File: src/rtl/sd_cmd_rx_ctrl.sv
// rtl/sd_cmd_rx_ctrl.sv - SD host-command receive sequencer (pin sync, framing, CRC7, handoff)
module sd_cmd_rx_ctrl #(
  parameter int RESYNC_ONES = 8,
  parameter bit STRICT_CRC  = 1'b0
) (
  input  logic        clk,
  input  logic        reset,
  input  logic        enable,
  input  logic        sd_clk_i,
  input  logic        sd_cmd_i,
  output logic        cmd_valid,
  input  logic        cmd_ready,
  output logic [5:0]  cmd_index,
  output logic [31:0] cmd_arg,
  output logic        crc_err,
  output logic        frame_err,
  output logic        overflow,
  output logic        busy
);

  localparam int OW = $clog2(RESYNC_ONES + 1);
  localparam logic [OW-1:0] ONES_MAX = OW'(RESYNC_ONES);

  localparam logic [2:0] S_RESYNC = 3'd0;
  localparam logic [2:0] S_IDLE   = 3'd1;
  localparam logic [2:0] S_SHIFT  = 3'd2;
  localparam logic [2:0] S_CHECK  = 3'd3;
  localparam logic [2:0] S_HOLD   = 3'd4;

  // The start bit (frame bit 47) is implicit, so the shift register keeps bits 46..0.
  logic [2:0]    clk_sync_q, clk_sync_d, cmd_sync_q, cmd_sync_d;
  logic          clk_prev_q, clk_prev_d;
  logic [2:0]    state_q, state_d;
  logic [OW-1:0] ones_q, ones_d;
  logic [5:0]    bit_cnt_q, bit_cnt_d;
  logic [46:0]   shift_q, shift_d;
  logic [6:0]    crc_q, crc_d;
  logic          cmd_valid_q, cmd_valid_d, crc_err_q, crc_err_d;
  logic          frame_err_q, frame_err_d, overflow_q, overflow_d, drop_q, drop_d;
  logic [5:0]    cmd_index_q, cmd_index_d;
  logic [31:0]   cmd_arg_q, cmd_arg_d;

  logic          sample, sbit, handshake, crc_ok, frame_ok;
  logic [2:0]    eff_state;
  logic [OW-1:0] ones_cur, ones_nxt;

  function automatic logic [6:0] crc7_step(input logic [6:0] c, input logic b);
    logic fb;
    fb = b ^ c[6];
    return {c[5:3], c[2] ^ fb, c[1:0], fb};
  endfunction

  assign sample    = clk_sync_q[2] & ~clk_prev_q;
  assign sbit      = cmd_sync_q[2];
  assign handshake = (state_q == S_HOLD) && cmd_ready;
  assign crc_ok    = (shift_q[7:1] == crc_q);
  assign frame_ok  = shift_q[46] & shift_q[0];

  assign cmd_valid = cmd_valid_q;
  assign cmd_index = cmd_index_q;
  assign cmd_arg   = cmd_arg_q;
  assign crc_err   = crc_err_q;
  assign frame_err = frame_err_q;
  assign overflow  = overflow_q;
  assign busy      = (state_q == S_SHIFT) || (state_q == S_CHECK);

  // Next-state logic; a handshake in HOLD first moves to IDLE/RESYNC so a coincident sample is handled there.
  always_comb begin
    clk_sync_d  = {clk_sync_q[1:0], sd_clk_i};
    cmd_sync_d  = {cmd_sync_q[1:0], sd_cmd_i};
    clk_prev_d  = clk_sync_q[2];
    state_d     = state_q;
    ones_d      = ones_q;
    bit_cnt_d   = bit_cnt_q;
    shift_d     = shift_q;
    crc_d       = crc_q;
    cmd_valid_d = cmd_valid_q;
    crc_err_d   = crc_err_q;
    frame_err_d = frame_err_q;
    overflow_d  = 1'b0;
    drop_d      = drop_q;
    cmd_index_d = cmd_index_q;
    cmd_arg_d   = cmd_arg_q;
    eff_state   = state_q;
    ones_cur    = ones_q;
    ones_nxt    = ones_q;

    if (handshake) begin
      cmd_valid_d = 1'b0;
      crc_err_d   = 1'b0;
      frame_err_d = 1'b0;
      drop_d      = 1'b0;
      eff_state   = drop_q ? S_RESYNC : S_IDLE;
      ones_cur    = '0;
      ones_d      = '0;
      state_d     = eff_state;
    end

    case (eff_state)
      S_RESYNC: begin
        if (sample) begin
          if (!sbit)                  ones_nxt = '0;
          else if (ones_cur == ONES_MAX) ones_nxt = ONES_MAX;
          else                        ones_nxt = ones_cur + 1'b1;
          ones_d = ones_nxt;
          if (ones_nxt == ONES_MAX) state_d = S_IDLE;
        end
      end
      S_IDLE: begin
        crc_err_d   = 1'b0;
        frame_err_d = 1'b0;
        if (sample && !sbit) begin
          state_d   = S_SHIFT;
          bit_cnt_d = 6'd1;
          shift_d   = '0;
          crc_d     = crc7_step(7'd0, 1'b0);
        end
      end
      S_SHIFT: begin
        if (sample) begin
          shift_d   = {shift_q[45:0], sbit};
          bit_cnt_d = bit_cnt_q + 6'd1;
          if (bit_cnt_q < 6'd40) crc_d = crc7_step(crc_q, sbit);
          if (bit_cnt_q == 6'd47) state_d = S_CHECK;
        end
      end
      S_CHECK: begin
        bit_cnt_d   = '0;
        crc_err_d   = ~crc_ok;
        frame_err_d = ~frame_ok;
        if (!STRICT_CRC || (crc_ok && frame_ok)) begin
          cmd_index_d = shift_q[45:40];
          cmd_arg_d   = shift_q[39:8];
          cmd_valid_d = 1'b1;
          state_d     = S_HOLD;
        end else begin
          state_d     = S_IDLE;
        end
      end
      S_HOLD: begin
        // Only the first start bit of an overrun frame is reported; the rest of it is ignored.
        if (sample && !sbit && !drop_q) begin
          overflow_d = 1'b1;
          drop_d     = 1'b1;
        end
      end
      default: state_d = S_RESYNC;
    endcase

    if (!enable) begin
      state_d     = S_RESYNC;
      ones_d      = '0;
      bit_cnt_d   = '0;
      shift_d     = '0;
      crc_d       = '0;
      cmd_valid_d = 1'b0;
      crc_err_d   = 1'b0;
      frame_err_d = 1'b0;
      overflow_d  = 1'b0;
      drop_d      = 1'b0;
    end
  end

  // State and output registers.
  always_ff @(posedge clk or posedge reset) begin
    if (reset) begin
      clk_sync_q  <= '0;
      cmd_sync_q  <= '0;
      clk_prev_q  <= 1'b0;
      state_q     <= S_RESYNC;
      ones_q      <= '0;
      bit_cnt_q   <= '0;
      shift_q     <= '0;
      crc_q       <= '0;
      cmd_valid_q <= 1'b0;
      crc_err_q   <= 1'b0;
      frame_err_q <= 1'b0;
      overflow_q  <= 1'b0;
      drop_q      <= 1'b0;
      cmd_index_q <= '0;
      cmd_arg_q   <= '0;
    end else begin
      clk_sync_q  <= clk_sync_d;
      cmd_sync_q  <= cmd_sync_d;
      clk_prev_q  <= clk_prev_d;
      state_q     <= state_d;
      ones_q      <= ones_d;
      bit_cnt_q   <= bit_cnt_d;
      shift_q     <= shift_d;
      crc_q       <= crc_d;
      cmd_valid_q <= cmd_valid_d;
      crc_err_q   <= crc_err_d;
      frame_err_q <= frame_err_d;
      overflow_q  <= overflow_d;
      drop_q      <= drop_d;
      cmd_index_q <= cmd_index_d;
      cmd_arg_q   <= cmd_arg_d;
    end
  end

endmodule

File: config.mk
export PLATFORM = sky130hd
export DESIGN_NAME = sd_cmd_rx_ctrl
export DESIGN_NICKNAME = d
export VERILOG_FILES = /design/src/rtl/sd_cmd_rx_ctrl.sv
export SDC_FILE = /design/constraint.sdc
export NUM_CORES = 1
export LEC_CHECK = 0
export CAP_MARGIN = 20
export CORE_ASPECT_RATIO = 1.4
export CORE_MARGIN = 1.5
export CORE_UTILIZATION = 50
export DETAILED_ROUTE_END_ITERATION = 8
export HOLD_SLACK_MARGIN = 0.1
export PLACE_DENSITY = 0.77
export SLEW_MARGIN = 20
export SYNTH_ARGS = -nofsm -noshare
export SYNTH_HDL_FRONTEND = slang
export SYNTH_SLANG_ARGS = --single-unit
File: constraint.sdc
create_clock -name clk -period 8.5 [get_ports clk]
set_input_delay 0.85 -clock clk [delete_from_list [all_inputs] [get_ports clk]]
set_output_delay 0.85 -clock clk [all_outputs]
set_load 0.05 [all_outputs]
# After elaboration in Yosys (flattened, before gate mapping)
# Index checks and enable logic that the tools add are counted.
dict set report classes {
  add_sub_neg 2
  n_lt_le_gt_ge 1
  mux 44
  bitwise_logic 7
  reduce_logical 10
  eq_ne 18
}
# operator count
set op_table {}
lappend op_table {{$mux W47} 3}
lappend op_table {{$pmux W47 S2} 1}
lappend op_table {{$mux W4} 8}
lappend op_table {{$mux W7} 4}
lappend op_table {{$mux W3} 7}
lappend op_table {{$mux W6} 3}
lappend op_table {{$pmux W6 S3} 1}
lappend op_table {{$pmux W3 S5} 1}
lappend op_table {{$pmux W7 S2} 1}
lappend op_table {{$mux W1} 13}
lappend op_table {{$eq A3 B2 Y1 const B} 4}
lappend op_table {{$ne A3 B3 Y1 const B} 3}
lappend op_table {{$eq A4 B4 Y1 const B} 2}
lappend op_table {{$ne A4 B1 Y1 const B} 2}
lappend op_table {{$eq A7 B7 Y1} 1}
lappend op_table {{$add A6 B1 Y6 const B} 1}
lappend op_table {{$eq A3 B3 Y1 const B} 2}
lappend op_table {{$eq A6 B6 Y1 const B} 1}
lappend op_table {{$lt A6 B6 Y1 const B} 1}
lappend op_table {{$ne A3 B1 Y1 const B} 2}
lappend op_table {{$reduce_and A3 Y1} 2}
lappend op_table {{$add A4 B1 Y4 const B} 1}
lappend op_table {{$pmux W1 S2} 2}
lappend op_table {{$reduce_and A4 Y1} 1}
lappend op_table {{8 further kinds} 15}
dict set report word_totals {
  reg_bits 117
  input_bits 6
  out_inout_bits 43
  elab_cells 97
}

# Longest topological paths before layout
# Gate-level depths: netlist (run 1).
dict set report logic_depth {
  depth_word 13
  ltp_mapped 8
  mapped_depth_nobuf 7
}

# Worst setup path before layout (run 1)
# Ideal clock, no wire load.
dict set report synth_timing {
  path_kind {in2reg}
  startpoint {input cmd_ready}
  endpoint {register state_q[0]}
  setup_slack_ns 6.381
  n_path_buf 0
  arrival_ns 1.993
  setup_time_ns 0.126
  required_ns 8.374
  cell_stages 6
  path_cell_list {nand4bb_1 -> nand2_1 -> ha_1 -> and3b_1 -> o211a_1 -> o311a_1}
}
dict set report synth_via {
  elab_chain_cells 12
  word_cells_on_any_way 22
  cone_classes {add/sub (1); eq/ne (6); mux (13); reduce/logical (2)}
}
# element line
set synth_rtl {}
lappend synth_rtl {{start, declared} 12} ;# input logic cmd_ready,
lappend synth_rtl {{$logic_and A1 B1 Y1 *} 55} ;# assign handshake = (state_q == S_HOLD) && cmd_ready;
lappend synth_rtl {{$mux W4} 88} ;# if (handshake) begin
lappend synth_rtl {{$add A4 B1 Y4 / $eq A4 B4 Y1 (equally long branches)} {104, 103}}
lappend synth_rtl {{$mux W4} 103} ;# else if (ones_cur == ONES_MAX) ones_nxt = ONES_MAX;
lappend synth_rtl {{$mux W4} 102} ;# if (!sbit) ones_nxt = '0;
lappend synth_rtl {{$mux W4} 101} ;# if (sample) begin
lappend synth_rtl {{$mux W4} 99} ;# case (eff_state)
lappend synth_rtl {{$eq A4 B4 Y1} 106} ;# if (ones_nxt == ONES_MAX) state_d = S_IDLE;
lappend synth_rtl {{$mux W3} 106}
lappend synth_rtl {{$mux W3} 101}
lappend synth_rtl {{$pmux W3 S5 *} 99}
lappend synth_rtl {{$mux W3 *} 150} ;# if (!enable) begin
lappend synth_rtl {{net state_d[0]} 33} ;# logic [2:0] state_q, state_d;
lappend synth_rtl {{end signal, assigned} 186} ;# state_q <= state_d;
lappend synth_rtl {{end, declared} 33}
# The timed path passes the listed nets; every way through them passes the cells marked *. The select of a mux whose other input is x is not followed.
# A chain may end at the register's enable or synchronous reset.

# Worst setup path in the final report (run 1)
dict set report layout_timing {
  startpoint {input enable}
  endpoint {register bit_cnt_q[1]}
}
dict set report layout_via {
  elab_chain_cells 2
  word_cells_on_any_way 5
  cone_classes {eq/ne (3); mux (1); reduce/logical (1)}
}
# element line
set layout_rtl {}
lappend layout_rtl {{start, declared} 8} ;# input logic enable,
lappend layout_rtl {{$ne A4 B1 Y1 (no source line) / $ne A3 B3 Y1 (equally long branches)} -}
lappend layout_rtl {{$reduce_and A3 Y1 (no source line)} -}
lappend layout_rtl {{end signal, assigned} 188} ;# bit_cnt_q <= bit_cnt_d;
lappend layout_rtl {{end, declared} 35} ;# logic [5:0] bit_cnt_q, bit_cnt_d;
# Several ways; a longest one is shown, not always the timed one.

==> flow_summary.ini, run 1 <==
[timing]
fin_setup_tns_ns = 0
setup_viol = 0
clock_skew_ns = 0.00534
slew_headroom = 0.299
min_period_ns = 3.38
finalHoldViolCount = 0
tightest_slew_ns = 1.05
finalCritPeriodShare = 0.398
max_freq_mhz = 296
layout_setup_ws_ns = 5.12
rsz0062_at_grt = false
finalMaxSlewViolations = 0

[route]
drtIter0Drc = 215
drt-total-wl_um = 11100
vias = 3840
via_per_inst = 5.87
ant_nets = 0
drc = 0
firstDrtPassIters = 4
wl_per_cell_um = 17.0

[setup_path]
critPathMaxStageDelay_ns = 0.88
cp_slowest_cell = clkinv_2
required_ns = 8.84
critPathKind = input pin to flop
endpoint_kind = flop
cp_num_buf_inv = 2
path_delay_family = buffers and inverters
worst-path-max-fanout = 48
worstPathCellList = clkdlybuf4s50_1 > clkinv_2 > a311oi_2 > a22o_1 > a32o_1
critPathArrivalTime_ns = 3.72
cp-start-kind = input pin

[grt]
grt.overflow.total = 0
grt_usage = 0.209
grt_pass1_vias = 3986
grtUsageMet3 = 0.0558
antenna_found_initial = 0
use_met2 = 0.352
top_usage_layer = met2
grt_max_degree = 90
grt_pass1_wl_um = 19000
met1_usage = 0.252

[clocking]
cts.htree.levels = 4
cts-root-buf = clkbuf_16
clockBufferDepth = 2
clock_sinks = 117
cts_buffers = 17
clk_pin_slew_ns = 0.05
clock_latency_ns = 0.40
cts_tree = yes
hold_buffers = 0
cts_setup_buffers = 0
post_cts_resized = 0

[final_layout]
antennaDiodeCount = 0
layoutNonFillerInstCount = 654
area.growth.synth_to_final_pct = 21.3
nNetsFinal = 509
drive_gt1_frac = 0.203

[place]
pre_cts_ws_ns = 5.06
place_hpwl_um = 6620
gp_congestion = 0.832
numPortBuffers = 48
dp.cells = 623

[yosys]
synthFlopType = dfrtp_1
synth_commonest_cells = 117 x dfrtp_1, 86 x a21oi_1, 31 x a211oi_2, 26 x mux2_2, 24 x nand2_1
synth_top_area_share = 0.536
avgSynthCellArea_um2 = 11.7
syn-num-nets = 477
synth_top_area_cell = dfrtp_1
ys_top_cells_by_area = dfrtp_1 54%, a21oi_1 7.9%, a211oi_2 7.1%
ys_warn_count = 0
syn-instance-count = 469
ys_seq_elements = 117
ys_async_sr_fraction = 1.00
post_synth_num_cell_types = 55
yosysMostFrequentCell = dfrtp_1
synth-edff-count = 0
ys_seq_area_frac = 0.536
synthesis.area_um2 = 5470

[worst_hold_path]
hp-class = flop to flop

[floorplanning]
dieArea_um2 = 11600
io_pins = 49
core_um2 = 10800
die_h_um = 127
die_w_um = 91.4
num_rows = 45
start_util = 0.508

[outcome]
status = finished, final reports clean

[power]
p_per_area_nw_per_um2 = 214
leakage_uw = 0.00289
ir_worst_vdd_mv = 0.127

[run]
maxCapViolCount = 0
## cells by family after synthesis
logic type               count (synthesis)  synth area share
AO/OA/AOI/OAI                          181             0.242
XOR/XNOR                                10            0.0160
adder cells (fa/ha/maj)                  2           0.00458
buffers and inverters                   44            0.0435
flip-flops                             117             0.536
multiplexers                            39            0.0801
AND/OR/NAND/NOR                         76            0.0776
## worst paths after layout
| path | from | end | slack (ns) | cells after the start |
|---|---|---|---|---|
| min in group asynchronous | reset | cmd_arg[14]$_DFFE_PP0P_ | 0.82 | 2 |
| setup / recovery | enable | bit_cnt_q[1]$_DFFE_PP0P_ | 5.12 | 5 |
| hold / removal | clk_sync_q[1]$_DFF_PP0_ | clk_sync_q[2]$_DFF_PP0_ | 0.35 | 0 |
| hold reg to reg | clk_sync_q[1]$_DFF_PP0_ | clk_sync_q[2]$_DFF_PP0_ | 0.35 | 0 |
| max in group asynchronous | reset | bit_cnt_q[3]$_DFFE_PP0P_ | 6.32 | 3 |
| setup reg to reg | state_q[1]$_DFF_PP0_ | crc_q[1]$_DFFE_PP0P_ | 5.71 | 5 |
## final cells by class
cell class,count,area [um^2]
Clock buffer,21,470
Clock inverter,10,200
Fill cell,846,4120
Inverter,5,22.5
Multi-Input combinational cell,308,2320
Sequential cell,117,2930
Tap cell,141,176
Timing Repair Buffer,52,510
## registers in the layout (all words and copies together) (netlist names), 3 cells and up
signal      cells
cmd_arg        32
ones_q          4
shift_q        47
state_q         3
clk_sync_q      3
cmd_sync_q      3
bit_cnt_q       6
cmd_index       6
crc_q           7
## stage by stage
stage	hold slack [ns]	power (uW)	cell area, um^2	util
finish	0.346	1420	6630	0.617
detailed placement	0.337	617	5960	0.554
floorplan	0.331	604	5470	-
CTS	0.349	1430	6630	0.616
global route	0.357	1460	6630	0.617
global placement	0.339	615	5960	0.554
## power breakdown
part	total (uW)	internal (uW)	switching [uW]
Sequential	564	561	3.67
Combinational	42.8	10.8	32.1
Clock	809	569	240
Total	1420	1140	276
## worst reg2reg max path: stages, from the launching register on
cell and delay [ns]:
dfrtp_1 0.62, nor2b_2 0.59, and2_2 0.25, buf_4 0.63, a211oi_2 0.28, a22o_1 0.30
## layout by cell type, fill, tap and decap left out, types with 5 or more instances in the layout
master / netlist / final
a211oi_1: 11 / 11
a211oi_2: 31 / 31
a21oi_1: 86 / 86
a22o_1: 9 / 9
a31oi_1: 7 / 7
and3_1: 11 / 11
bufinv_16: 0 / 6
clkbuf_16: 0 / 17
clkdlybuf4s50_1: 0 / 48
clkinv_2: 0 / 5
dfrtp_1: 117 / 117
mux2_1: 12 / 12
mux2_2: 26 / 26
nand2_1: 24 / 24
nand3_1: 5 / 5
nor2_1: 7 / 7
o21ai_0: 16 / 16
xnor2_1: 5 / 5
xor2_1: 5 / 5
## layer usage
layer / vias up / wire length [um]
met3: 15 / 451
met1: 1934 / 4560
met4: 0 / 174
li1: 1809 / -
met5: - / 0
met2: 82 / 5940
Note: power is estimated with default switching activity, not from simulation.
==> inputs of run 2 (changes only) <==
PLACE_DENSITY = 0.8   (was 0.77)
clock period = 2.88 ns   (was 8.5 ns; I/O delays follow)
==> run 2 against run 1 <==
  * Power increased to 2.6 times the previous value
  * Largest power group unchanged
  * Wire length increased by 1.3%
  * Worst hold slack got worse by 0.0013 ns
  * Final cell count increased by 0.46%
  * Design area decreased by 0.94%
  * Sequential power increased to 3.0 times the previous value
  * Clock skew increased by 0.0028 ns
  * First-iteration DRC count increased by 50%
  * Critical path depth decreased by 3
  * Critical endpoint is now busy
  * Clock power increased by 140%
  * Largest cell class unchanged
  * Die area unchanged
  * Sequential share of layout area increased by 0.42 points
==> flow_summary.ini, run 2 (synthesis results as in run 1) <==
[final_layout]
nNetsFinal = 513
final_common_cell = dfrtp_1
fillers = 817
area.growth.synth_to_final_pct = 20.2
layoutNonFillerInstCount = 657
final_cell_mix = 117 x dfrtp_1, 86 x a21oi_1, 48 x clkdlybuf4s50_1
drive_gt1_frac = 0.200
design_area_um2 = 6570
antennaDiodeCount = 0
regMostFlops = shift_q
largest_reg_flops = 47

[worst_hold_path]
min_delay_path_depth = 0
holdCritStartpoint = cmd_sync_q[1]$_DFF_PP0_
hp-class = flop to flop

[setup_path]
rr_startpoint = state_q[0]$_DFF_PP0_
cp_slowest_cell = clkdlybuf4s50_1
critPathKind = flop to output pin
critPathMaxStageDelay_ns = 0.88
r2r_cells = 6
required_ns = 2.59
worstPathCellList = nor2b_4 > clkdlybuf4s50_1
critPathLaunch = state_q[1]$_DFF_PP0_
worst-path-max-fanout = 14
critPathArrivalTime_ns = 2.36
cp-start-kind = flop
endpoint_kind = output pin

[route]
wl_per_cell_um = 17.2
drtIter0Drc = 322
vias = 3856
drc = 0
ant_nets = 0
drt-total-wl_um = 11300
via_per_inst = 5.87
firstDrtPassIters = 4

[place]
dp.cells = 627
pre_cts_ws_ns = 0.500
place_hpwl_um = 6920
gp_congestion = 0.864
placedInstanceArea_um2 = 6030
numPortBuffers = 48

[timing]
finalHoldViolCount = 0
whs_ns = 0.344
setup_viol = 0
tightest_slew_ns = 0.682
layout_setup_ws_ns = 0.227
max_freq_mhz = 377
finalCritPeriodShare = 0.921
clock_skew_ns = 0.00816
rsz0062_at_grt = false
min_period_ns = 2.65
fin_setup_tns_ns = 0
slew_headroom = 0.544
finalMaxSlewViolations = 0

[clocking]
cts_tree = yes
clk_pin_slew_ns = 0.05
cts-root-buf = clkbuf_16
cts.htree.levels = 4
cts_buffers = 17
clock_sinks = 117
clock_latency_ns = 0.40
hold_buffers = 0
clockBufferDepth = 2

[grt]
grt_max_degree = 118
grt_pass1_wl_um = 19200
antenna_found_initial = 0
grt_pass1_vias = 3947
grt.overflow.total = 0
grt_usage = 0.211

[floorplanning]
dieArea_um2 = 11600
die_w_um = 91.4
start_util = 0.508
num_rows = 45
die_h_um = 127
io_pins = 49
core_um2 = 10800

[power]
p_per_area_nw_per_um2 = 564
leakage_uw = 0.00285
ir_worst_vdd_mv = 0.318

[outcome]
status = finished, final reports clean

[run]
maxCapViolCount = 0
run 2: cell count changes in the layout (fill, tap and decap cells not counted):
cell	before	now
nor2b_4	0	1
bufinv_16	6	1
inv_4	1	0
clkinv_2	5	4
nor2b_2	1	0
clkinvlp_4	0	1
buf_4	4	5
clkbuf_1	1	5
inv_2	0	1
buf_12	0	3
run 2: final timing paths:
check / end / slack [ns]
min in group asynchronous: cmd_arg[11]$_DFFE_PP0P_ / 0.40
hold / removal: cmd_sync_q[2]$_DFF_PP0_ / 0.34
max in group asynchronous: ones_q[0]$_DFF_PP0_ / 1.99
hold reg to reg: cmd_sync_q[2]$_DFF_PP0_ / 0.34
setup reg to reg: state_q[0]$_DFF_PP0_ / 0.65
setup / recovery: busy / 0.23
run 2: routing by layer:
metal	vias up	track usage	wire (um)
li1	1814	-	-
met1	1947	0.263	4740
met2	77	0.344	6000
met3	18	0.0504	297
met4	0	0.103	235
met5	-	0	0
run 2: final cells by class:
class	count	area, um^2	share of cell area
inverters	5	22.5	0.00343
clock buffers	25	485	0.0739
multi-input cells	308	2330	0.354
repair buffers	56	578	0.0880
flip-flops and latches	117	2930	0.446
clock inverters	5	50.0	0.00762
well taps	141	176	0.0269
run 2: report_power, final:
part	switching (uW)	total [uW]	leakage, uW	internal [uW]
clock	669	1910	0.000267	1240
sequential	10.8	1670	0.00162	1660
combinational	94.2	129	0.000961	34.7
total	774	3700	0.00285	2930
run 2: stage by stage:
| step | util | power (uW) |
|---|---|---|
| final | 0.611 | 3700 |
| after global routing | 0.611 | 3840 |
| after CTS | 0.610 | 3740 |
| after detailed placement | 0.560 | 1820 |
| after global placement | 0.560 | 1820 |
| after floorplan | - | 1780 |
run 2: critical path, delay by kind of cell, from the launching register on:
kind | cells | cell delay [ns]
buffers and inverters | 1 | 0.88
DFF | 1 | 0.64
and+or+nand+nor | 1 | 0.44
run 2: repair_timing:
item | in CTS | in global routing
resized for setup | 0 | 1
setup buffers | 0 | 0
endpoints found under the setup margin | 0 | 1
==> inputs of run 3 (changes only) <==
DONT_BUFFER_PORTS = 1   (was not set)
PLACE_DENSITY = 0.68   (was 0.8)
==> run 3 against run 2 <==
  * Worst setup slack gained 0.39 ns
  * Critical path type is now flop to flop
  * Clock-buffer cell count is 7 lower
  * Register-to-register slack got worse by 0.04 ns
  * Die area unchanged
==> flow_summary.ini, run 3 (synthesis results as in run 1) <==
[outcome]
status = finished, final reports clean

[route]
drt-total-wl_um = 11300
drtIter0Drc = 320
drc = 0
via_per_inst = 6.01
vias = 3706
firstDrtPassIters = 4
ant_nets = 0
wl_per_cell_um = 18.3

[floorplanning]
die_w_um = 91.4
core_um2 = 10800
start_util = 0.508
die_h_um = 127
io_pins = 49
num_rows = 45
dieArea_um2 = 11600

[place]
place_hpwl_um = 6960
numPortBuffers = 0
placedInstanceArea_um2 = 5550
gp_congestion = 0.809

[setup_path]
critPathKind = flop to flop
endpoint_kind = flop
r2r_cells = 6
worst-path-max-fanout = 47
cp-start-kind = flop
required_ns = 3.15
critPathArrivalTime_ns = 2.53

[clocking]
clk_pin_slew_ns = 0.06
clock_latency_ns = 0.40
cts_tree = yes
cts.htree.levels = 4
cts-root-buf = clkbuf_16
clockBufferDepth = 2
clock_sinks = 117
cts_buffers = 17
cts_setup_buffers = 0

[final_layout]
nNetsFinal = 471
antennaDiodeCount = 0
final_common_cell = dfrtp_1
regMostFlops = shift_q
final_cell_mix = 117 x dfrtp_1, 86 x a21oi_1, 31 x a211oi_2
fillers = 854
area.growth.synth_to_final_pct = 12.9
design_area_um2 = 6170
largest_reg_flops = 47
drive_gt1_frac = 0.233

[grt]
grt_usage = 0.213
grt_pass1_vias = 3851
grt.overflow.total = 0
grt_pass1_wl_um = 19600
grt_max_degree = 105
antenna_found_initial = 0

[timing]
rsz0062_at_grt = false
slew_headroom = 0.501
finalMaxSlewViolations = 0
setup_viol = 0
finalCritPeriodShare = 0.787
max_freq_mhz = 441
min_period_ns = 2.27
tightest_slew_ns = 0.746
finalHoldViolCount = 0
fin_setup_tns_ns = 0
clock_skew_ns = 0.00931

[run]
maxCapViolCount = 0

[worst_hold_path]
hp-class = input pin to flop
min_delay_path_depth = 2

[power]
ir_worst_vdd_mv = 0.456
p_per_area_nw_per_um2 = 610
leakage_uw = 0.00271
==> run 3: critical path, cell delays in order, from the launching register on <==
cell,delay (ns)
dfrtp_1,0.63
nor2b_2,0.42
buf_4,0.31
a31oi_1,0.10
o32ai_4,0.18
buf_12,0.30
a211oi_1,0.13
==> run 3: where the power goes <==
part,total (uW),internal (uW),switching (uW)
registers,1670,1650,13.2
clock network,1970,1210,763
logic,124,32.2,91.4
total,3760,2900,867
==> run 3: area by class of cell <==
class                   count  area (um^2)  share of cell area
repair buffers             14          155              0.0251
clock inverters            14          128              0.0207
clock buffers              18          439              0.0712
flip-flops and latches    117         2930               0.474
well taps                 141          176              0.0286
inverters                   5         22.5             0.00365
multi-input cells         308         2320               0.376
==> run 3: through the flow <==
step / hold slack [ns] / std cells / worst slack, ns / total power (uW) / util
after global placement: 0.132 / 580 / 0.681 / 1810 / 0.516
after floorplan: 0.319 / 469 / 0.993 / 1780 / -
after global routing: 0.139 / 617 / 0.484 / 3900 / 0.574
after CTS: 0.108 / 617 / 0.592 / 3810 / 0.574
after detailed placement: 0.151 / 580 / 0.600 / 1810 / 0.516
final: 0.122 / 617 / 0.613 / 3760 / 0.574
==> run 3: metal layers <==
metal	wire length, um	vias to the layer above	share of wire	track usage
li1	-	1739	-	-
met1	4880	1890	0.43	0.268
met2	5770	57	0.51	0.347
met3	413	20	0.037	0.0516
met4	238	0	0.021	0.0993
met5	0	-	0	0
==> run 3: final timing paths <==
| check | startpoint | endpoint | slack, ns |
|---|---|---|---|
| setup / recovery | state_q[1]$_DFF_PP0_ | shift_q[42]$_DFFE_PP0P_ | 0.61 |
| hold / removal | cmd_ready | state_q[2]$_DFF_PP0_ | 0.12 |
| setup reg to reg | state_q[1]$_DFF_PP0_ | shift_q[42]$_DFFE_PP0P_ | 0.61 |
| hold reg to reg | cmd_sync_q[1]$_DFF_PP0_ | cmd_sync_q[2]$_DFF_PP0_ | 0.35 |
| max in group asynchronous | reset | cmd_arg[19]$_DFFE_PP0P_ | 1.71 |
| min in group asynchronous | reset | cmd_arg[11]$_DFFE_PP0P_ | 0.33 |
==> run 3: what timing repair did <==
action                    in CTS  in global routing
hold endpoints to repair      30                  0
hold buffers                   5                  0
resized for setup              0                  0
